--- src/rtl/mmu_host_loader.sv ---
// mmu_host_loader: host front-end for the matrix-multiply subsystem.
// Packs A/B rows into BRAM, kicks the DMA, then streams C back out.
module mmu_host_loader #(
  parameter int N = 6,
  parameter int WIDTH = 16,
  parameter int M_WIDTH = 2*WIDTH+N-1,
  parameter int ADDR = $clog2(N),
  parameter int START_CYC = 3,
  parameter int RD_LAT = 1,
  parameter int TIMEOUT = 4096
) (
  input  logic                   clk,
  input  logic                   rst,
  input  logic                   cmd_start,
  input  logic                   cmd_keep_b,
  output logic                   busy,
  output logic                   err,
  input  logic [WIDTH-1:0]       s_data,
  input  logic                   s_valid,
  output logic                   s_ready,
  output logic                   A_USR_wr,
  output logic                   B_USR_wr,
  output logic [ADDR-1:0]        A_USR_addr,
  output logic [ADDR-1:0]        B_USR_addr,
  output logic [N*WIDTH-1:0]     A_USR_din,
  output logic [N*WIDTH-1:0]     B_USR_din,
  output logic                   start,
  input  logic                   C_MAT_wr,
  output logic                   C_USR_rd,
  output logic [ADDR-1:0]        C_USR_addr,
  input  logic [N*M_WIDTH-1:0]   C_USR_dout,
  output logic [M_WIDTH-1:0]     m_data,
  output logic                   m_valid,
  output logic                   m_last,
  input  logic                   m_ready
);
  localparam int CW = $clog2(N+1);
  localparam int TW = $clog2(TIMEOUT+1);
  localparam int KW = $clog2(START_CYC+1);
  localparam int RW = $clog2(RD_LAT+1);
  localparam logic [ADDR-1:0] LAST = ADDR'(N-1);
  localparam logic [CW-1:0] NCNT = CW'(N);
  localparam logic [TW-1:0] TLAST = TW'(TIMEOUT-1);
  localparam logic [KW-1:0] KLAST = KW'(START_CYC-1);
  localparam logic [RW-1:0] RLAST = RW'(RD_LAT);

  typedef enum logic [2:0] {
    IDLE, LOAD_A, LOAD_B, KICK, WAIT, READ, DRAIN
  } state_t;

  state_t state, nxt;

  logic [ADDR-1:0]      col, row, rrow, elem;
  logic [N*WIDTH-1:0]   pack, full_row;
  logic [N*M_WIDTH-1:0] rbuf;
  logic [CW-1:0]        ccnt;
  logic [TW-1:0]        tcnt;
  logic [KW-1:0]        kcnt;
  logic [RW-1:0]        rcnt;
  logic keep_b, flush;
  logic beat, row_end, mat_end, go_flush, hs, latch;

  assign beat     = s_valid & s_ready;
  assign row_end  = beat & (col == LAST);
  assign mat_end  = row_end & (row == LAST);
  // The last write of a load needs one idle cycle before KICK
  assign go_flush = mat_end & ((state == LOAD_B) | keep_b);
  assign hs       = m_valid & m_ready;
  assign latch    = (state == READ) & (rcnt == RLAST);

  always_comb begin
    full_row = pack;
    full_row[(N-1)*WIDTH +: WIDTH] = s_data;
  end

  always_comb begin
    nxt = state;
    unique case (state)
      IDLE:   if (cmd_start) nxt = LOAD_A;
      LOAD_A: if (flush) nxt = KICK;
              else if (mat_end && !keep_b) nxt = LOAD_B;
      LOAD_B: if (flush) nxt = KICK;
      KICK:   if (kcnt == KLAST) nxt = WAIT;
      WAIT:   if (ccnt == NCNT) nxt = READ;
              else if (tcnt == TLAST) nxt = IDLE;
      READ:   if (latch) nxt = DRAIN;
      DRAIN:  if (hs && elem == LAST)
                nxt = (rrow == LAST) ? IDLE : READ;
      default: nxt = IDLE;
    endcase
  end

  always_ff @(posedge clk) begin
    if (rst) state <= IDLE;
    else     state <= nxt;
  end

  always_ff @(posedge clk) begin
    if (rst) begin
      busy <= 1'b0; err <= 1'b0; s_ready <= 1'b0;
      A_USR_wr <= 1'b0; B_USR_wr <= 1'b0;
      A_USR_addr <= '0; B_USR_addr <= '0;
      A_USR_din <= '0; B_USR_din <= '0;
      start <= 1'b0; C_USR_rd <= 1'b0; C_USR_addr <= '0;
      m_data <= '0; m_valid <= 1'b0; m_last <= 1'b0;
      col <= '0; row <= '0; rrow <= '0; elem <= '0;
      pack <= '0; rbuf <= '0;
      ccnt <= '0; tcnt <= '0; kcnt <= '0; rcnt <= '0;
      keep_b <= 1'b0; flush <= 1'b0;
    end else begin
      busy     <= (nxt != IDLE);
      s_ready  <= ((nxt == LOAD_A) | (nxt == LOAD_B)) & ~go_flush;
      start    <= (nxt == KICK);
      flush    <= go_flush;
      A_USR_wr <= row_end & (state == LOAD_A);
      B_USR_wr <= row_end & (state == LOAD_B);
      C_USR_rd <= (nxt == READ) & (state != READ);

      if (state == IDLE && cmd_start) begin
        keep_b <= cmd_keep_b;
        err    <= 1'b0;
        col    <= '0;
        row    <= '0;
      end
      if (beat) begin
        pack[col*WIDTH +: WIDTH] <= s_data;
        col <= (col == LAST) ? '0 : col + 1'b1;
        if (col == LAST)
          row <= (row == LAST) ? '0 : row + 1'b1;
      end
      if (row_end && state == LOAD_A) begin
        A_USR_din  <= full_row;
        A_USR_addr <= row;
      end
      if (row_end && state == LOAD_B) begin
        B_USR_din  <= full_row;
        B_USR_addr <= row;
      end

      kcnt <= (state == KICK) ? kcnt + 1'b1 : '0;
      // C writes may already arrive while start is still high
      if (state != KICK && nxt == KICK)
        ccnt <= '0;
      else if ((state == KICK || state == WAIT) && C_MAT_wr && ccnt != NCNT)
        ccnt <= ccnt + 1'b1;
      tcnt <= (state == WAIT) ? tcnt + 1'b1 : '0;
      if (state == WAIT && nxt == IDLE) err <= 1'b1;

      rcnt <= (state == READ) ? rcnt + 1'b1 : '0;
      if (state == WAIT) rrow <= '0;
      if (nxt == READ && state != READ)
        C_USR_addr <= (state == DRAIN) ? rrow + 1'b1 : '0;

      if (latch) begin
        rbuf    <= C_USR_dout;
        elem    <= '0;
        m_data  <= C_USR_dout[M_WIDTH-1:0];
        m_valid <= 1'b1;
        m_last  <= (rrow == LAST) && (N == 1);
      end else if (state == DRAIN && hs) begin
        if (elem == LAST) begin
          m_valid <= 1'b0;
          m_last  <= 1'b0;
          if (rrow != LAST) rrow <= rrow + 1'b1;
        end else begin
          elem   <= elem + 1'b1;
          m_data <= rbuf[(elem+1)*M_WIDTH +: M_WIDTH];
          m_last <= (rrow == LAST) && (elem + 1'b1 == LAST);
        end
      end
    end
  end
endmodule
--- config.mk ---
export PLATFORM = sky130hd
export DESIGN_NAME = mmu_host_loader
export DESIGN_NICKNAME = d
export VERILOG_FILES = /design/src/rtl/mmu_host_loader.sv
export SDC_FILE = /design/constraint.sdc
export NUM_CORES = 1
export LEC_CHECK = 0
export CAP_MARGIN = 20
export CORE_MARGIN = 1.5
export CORE_UTILIZATION = 35
export CTS_BUF_LIST = sky130_fd_sc_hd__clkbuf_8
export DETAILED_ROUTE_END_ITERATION = 7
export PLACE_DENSITY_LB_ADDON = 0.05
export SYNTH_ARGS = -nofsm -noshare
export SYNTH_HDL_FRONTEND = slang
export SYNTH_SLANG_ARGS = --single-unit
--- constraint.sdc ---
create_clock -name clk -period 2.8 [get_ports clk]
set_clock_uncertainty 0.05 [all_clocks]
set_input_delay 0.56 -clock clk [delete_from_list [all_inputs] [get_ports clk]]
set_output_delay 0.56 -clock clk [all_outputs]
set_load 0.05 [all_outputs]
==> run_results.csv <==
group,metric,value,unit
power,power_frac_clock,45.1,%
global_route,grt_overflow_total,0,
timing,setup_viol,0,
clock_network,cts_tree,"yes",
clock_network,cts_hold_buf,0,
clock_network,cts_setup_buffers,0,
yosys,avgSynthCellArea,8.23,sq um
yosys,syn-num-nets,2828,
die,die_x,249,um
power,internal_power,11.9,mW
cells_and_area,stdcell_count,3864,
run,maxCapViolations,0,
place,place_area,0.0268,sq mm
die,dieArea,0.0619,sq mm
yosys,synthCells,2570,
timing,setup_slack,0.218,ns
drt,wirelength,71500,um
status,status,"complete, no violations",
critical_path,crit_path_end_kind,"output pin",
yosys,synth_top_cell_area_share,51.9,%
drt,dr_wl_met3,4230,um
die,rows,89,
place,portBuffers,491,
worst_hold_path,min_path_cells,2,
clock_network,cts_buffers,98,
critical_path,critical-path-top-delay-family,"buffers and inverters",
yosys,synthArstFlopShare,0,%
drt,wl_met2,34300,um
clock_network,clk-insertion-delay-late,0.69,ns
die,io_pins,492,
timing,slew_headroom,29.6,%
yosys,yosysTopAreaCell,"dfxtp_1",
drt,route.detailed.drc,0,
critical_path,worstPathCellList,"clkdlybuf4s50_1",
clock_network,clockBufferDepth,3,
die,start_util,35.6,%
yosys,ys_top_cells_by_area,"dfxtp_1 (52%), nand2_1 (16%), a21oi_1 (11%)",
timing,hold_viol_final,0,
clock_network,clock_sinks,548,
critical_path,critical_path_depth,1,
global_route,grt_pass1_wl,110000,um
critical_path,worst_path_max_delay_cell,"clkdlybuf4s50_1",
yosys,ys_types,63,
timing,holdWs,0.146,ns
critical_path,cp_num_buf_inv,1,
timing,rsz0062_at_grt,"no",
yosys,synth_flop_cell,"dfxtp_1",
cells_and_area,fin_area,0.0287,sq mm
drt,dr.pass1.iters,5,
drt,drtIter0Drc,1085,
critical_path,critical_path_class,"reg2out",
drt,met1_length,31100,um
clock_network,postCtsResizedCells,0,
timing,fmax,0.387,GHz
place,dpl.hpwl,48600,um
critical_path,startpoint_type,"register",
worst_hold_path,hold_path_class,"in2reg",
yosys,yosys_register_bits,548,
yosys,synth-edff-count,0,
timing,timing.setup.tns,0,ns
die,core_region_area,0.0594,sq mm
place,dp.cells,3696,
power,total_power,15.6,mW
clock_network,htreeDepth,3,
power,peakVddDrop,0.349,mV
drt,viasPerCell,4.97,
global_route,antenna_found_initial,15,
timing,tightestPinTransition,1.06,ns
place,place_congestion,0.812,
drt,vias,19209,
critical_path,crit_required,2.19,ns
critical_path,cp.arrival,1.97,ns
cells_and_area,fillCellCount,5871,
critical_path,reg2reg_depth,9,
clock_network,clkTransAtPathRegs,0.06,ns
global_route,grt_pass1_vias,18627,
yosys,syn_area,0.0212,sq mm
power,pwr-share-comb,4.5,%
timing,drv_slew,0,
global_route,grt_max_degree,224,
place,place_ws,0.271,ns
timing,post-route-min-period,2.58,ns
critical_path,worstPathMaxFanout,5,
drt,dr.max_layer_used,"met5",
power,powerDensity,542,mW/mm^2
yosys,yosys_warnings,0,
drt,avgRoutedWirePerCell,18.5,um
power,switching_power,3.64,mW
power,pwr-share-seq,50.4,%
power,leakage,9.58,nW
die,die_h,249,um
yosys,ys_seq_area_share,51.9,%
cells_and_area,layout.nets,3281,
timing,fin_crit_sh,92.2,%
critical_path,max_stage_delay,0.85,ns
cells_and_area,drive_above_1_share,7.68,%
drt,ant_nets,0,
power,swShare,23.4,%
clock_network,cts_root_buffer,"clkbuf_8",
global_route,grt_usage,22.5,%
cells_and_area,area_delta_synth_final,35.6,%
cells_and_area,finalCoreUtilization,48.3,%
## cells by family (layout without fill, tap and decap cells)
family | count (synthesis) | count (layout) | synth area share [%]
AO/OA/AOI/OAI | 532 | 532 | 13.5
XOR/XNOR | 16 | 16 | 0.662
adder cells (fa/ha/maj) | 13 | 13 | 0.769
buffers and inverters | 201 | 716 | 4.02
flip-flops | 548 | 548 | 51.9
multiplexers | 92 | 92 | 6.55
other | 0 | 6 | 0
AND/OR/NAND/NOR | 1168 | 1168 | 22.6
## registers in the layout, summed over array words and instances (netlist names), 2 cells and up
name        cells
C_USR_addr      3
state           3
kcnt            2
rbuf          185
rrow            3
pack           80
A_USR_din      96
B_USR_din      96
col             3
m_data         37
row             3
elem            3
ccnt            3
A_USR_addr      3
B_USR_addr      3
tcnt           13
## synthesized netlist by cell type, drive strengths merged (2+ instances only)
library cell and number:
a211oi 2, a21oi 463, a22oi 2, a311oi 3
and2 2, and3 2, buf 61, clkbuf 127
dfxtp 548, ha 13, inv 13, mux2i 54
mux4 37, nand2 922, nand2b 39, nand3 50
nand3b 3, nand4 10, nor2 87, nor2b 20
nor3 13, nor3b 5, nor4 2, nor4b 2
o211ai 41, o21ai 8, or3 3, or4b 2
xnor2 10, xor2 6
## layer usage
metal | track usage [%] | vias to the layer above
met5 | 0 | -
met4 | 7.29 | 20
met3 | 5.69 | 122
met2 | 37.7 | 509
met1 | 28.2 | 9108
li1 | - | 9450
## path summary, 6_finish.rpt
path / startpoint / slack, ns / end
min reg2reg: kcnt[0] / 0.38 / kcnt[0]
max reg2reg: col[0] / 0.39 / pack[40]
min: rst / 0.15 / err
max: s_ready / 0.22 / s_ready
## power by group through the flow
stage          clock network, mW  logic, mW  registers, mW
3_3_place_gp                   0      0.703           8.00
4_1_cts                     7.24      0.703           7.83
5_1_grt                     7.61      0.737           7.83
3_5_place_dp                   0      0.700           8.00
6_report                    7.02      0.699           7.83
2_1_floorplan                  0      0.193           8.00
## cell usage in the layout, fill, tap and decap left out, types with 4 or more instances in the layout
master / instances
mux4_2: 37
clkinv_2: 4
clkdlybuf4s50_1: 490
nor2b_1: 20
nor3_1: 12
ha_1: 13
buf_4: 36
diode_2: 6
nor2_1: 85
mux2i_1: 54
nand2b_1: 39
nand2_1: 920
clkbuf_8: 116
xnor2_1: 10
xor2_1: 6
dfxtp_1: 546
nand3_1: 49
inv_1: 47
o21ai_0: 8
o211ai_1: 41
nand4_1: 9
a21oi_1: 463
buf_12: 14
## layout make-up
type	count	area (sq um)	area share, %
clock inverter	46	223	0.777
sequential	548	11000	38.3
multi-input combinational	1821	9380	32.7
clock buffer	116	1600	5.57
antenna	6	15.0	0.0524
inverter	13	48.8	0.170
tap	773	967	3.37
timing repair buffer	541	5470	19.1
(Power assumes the default switching activity.)
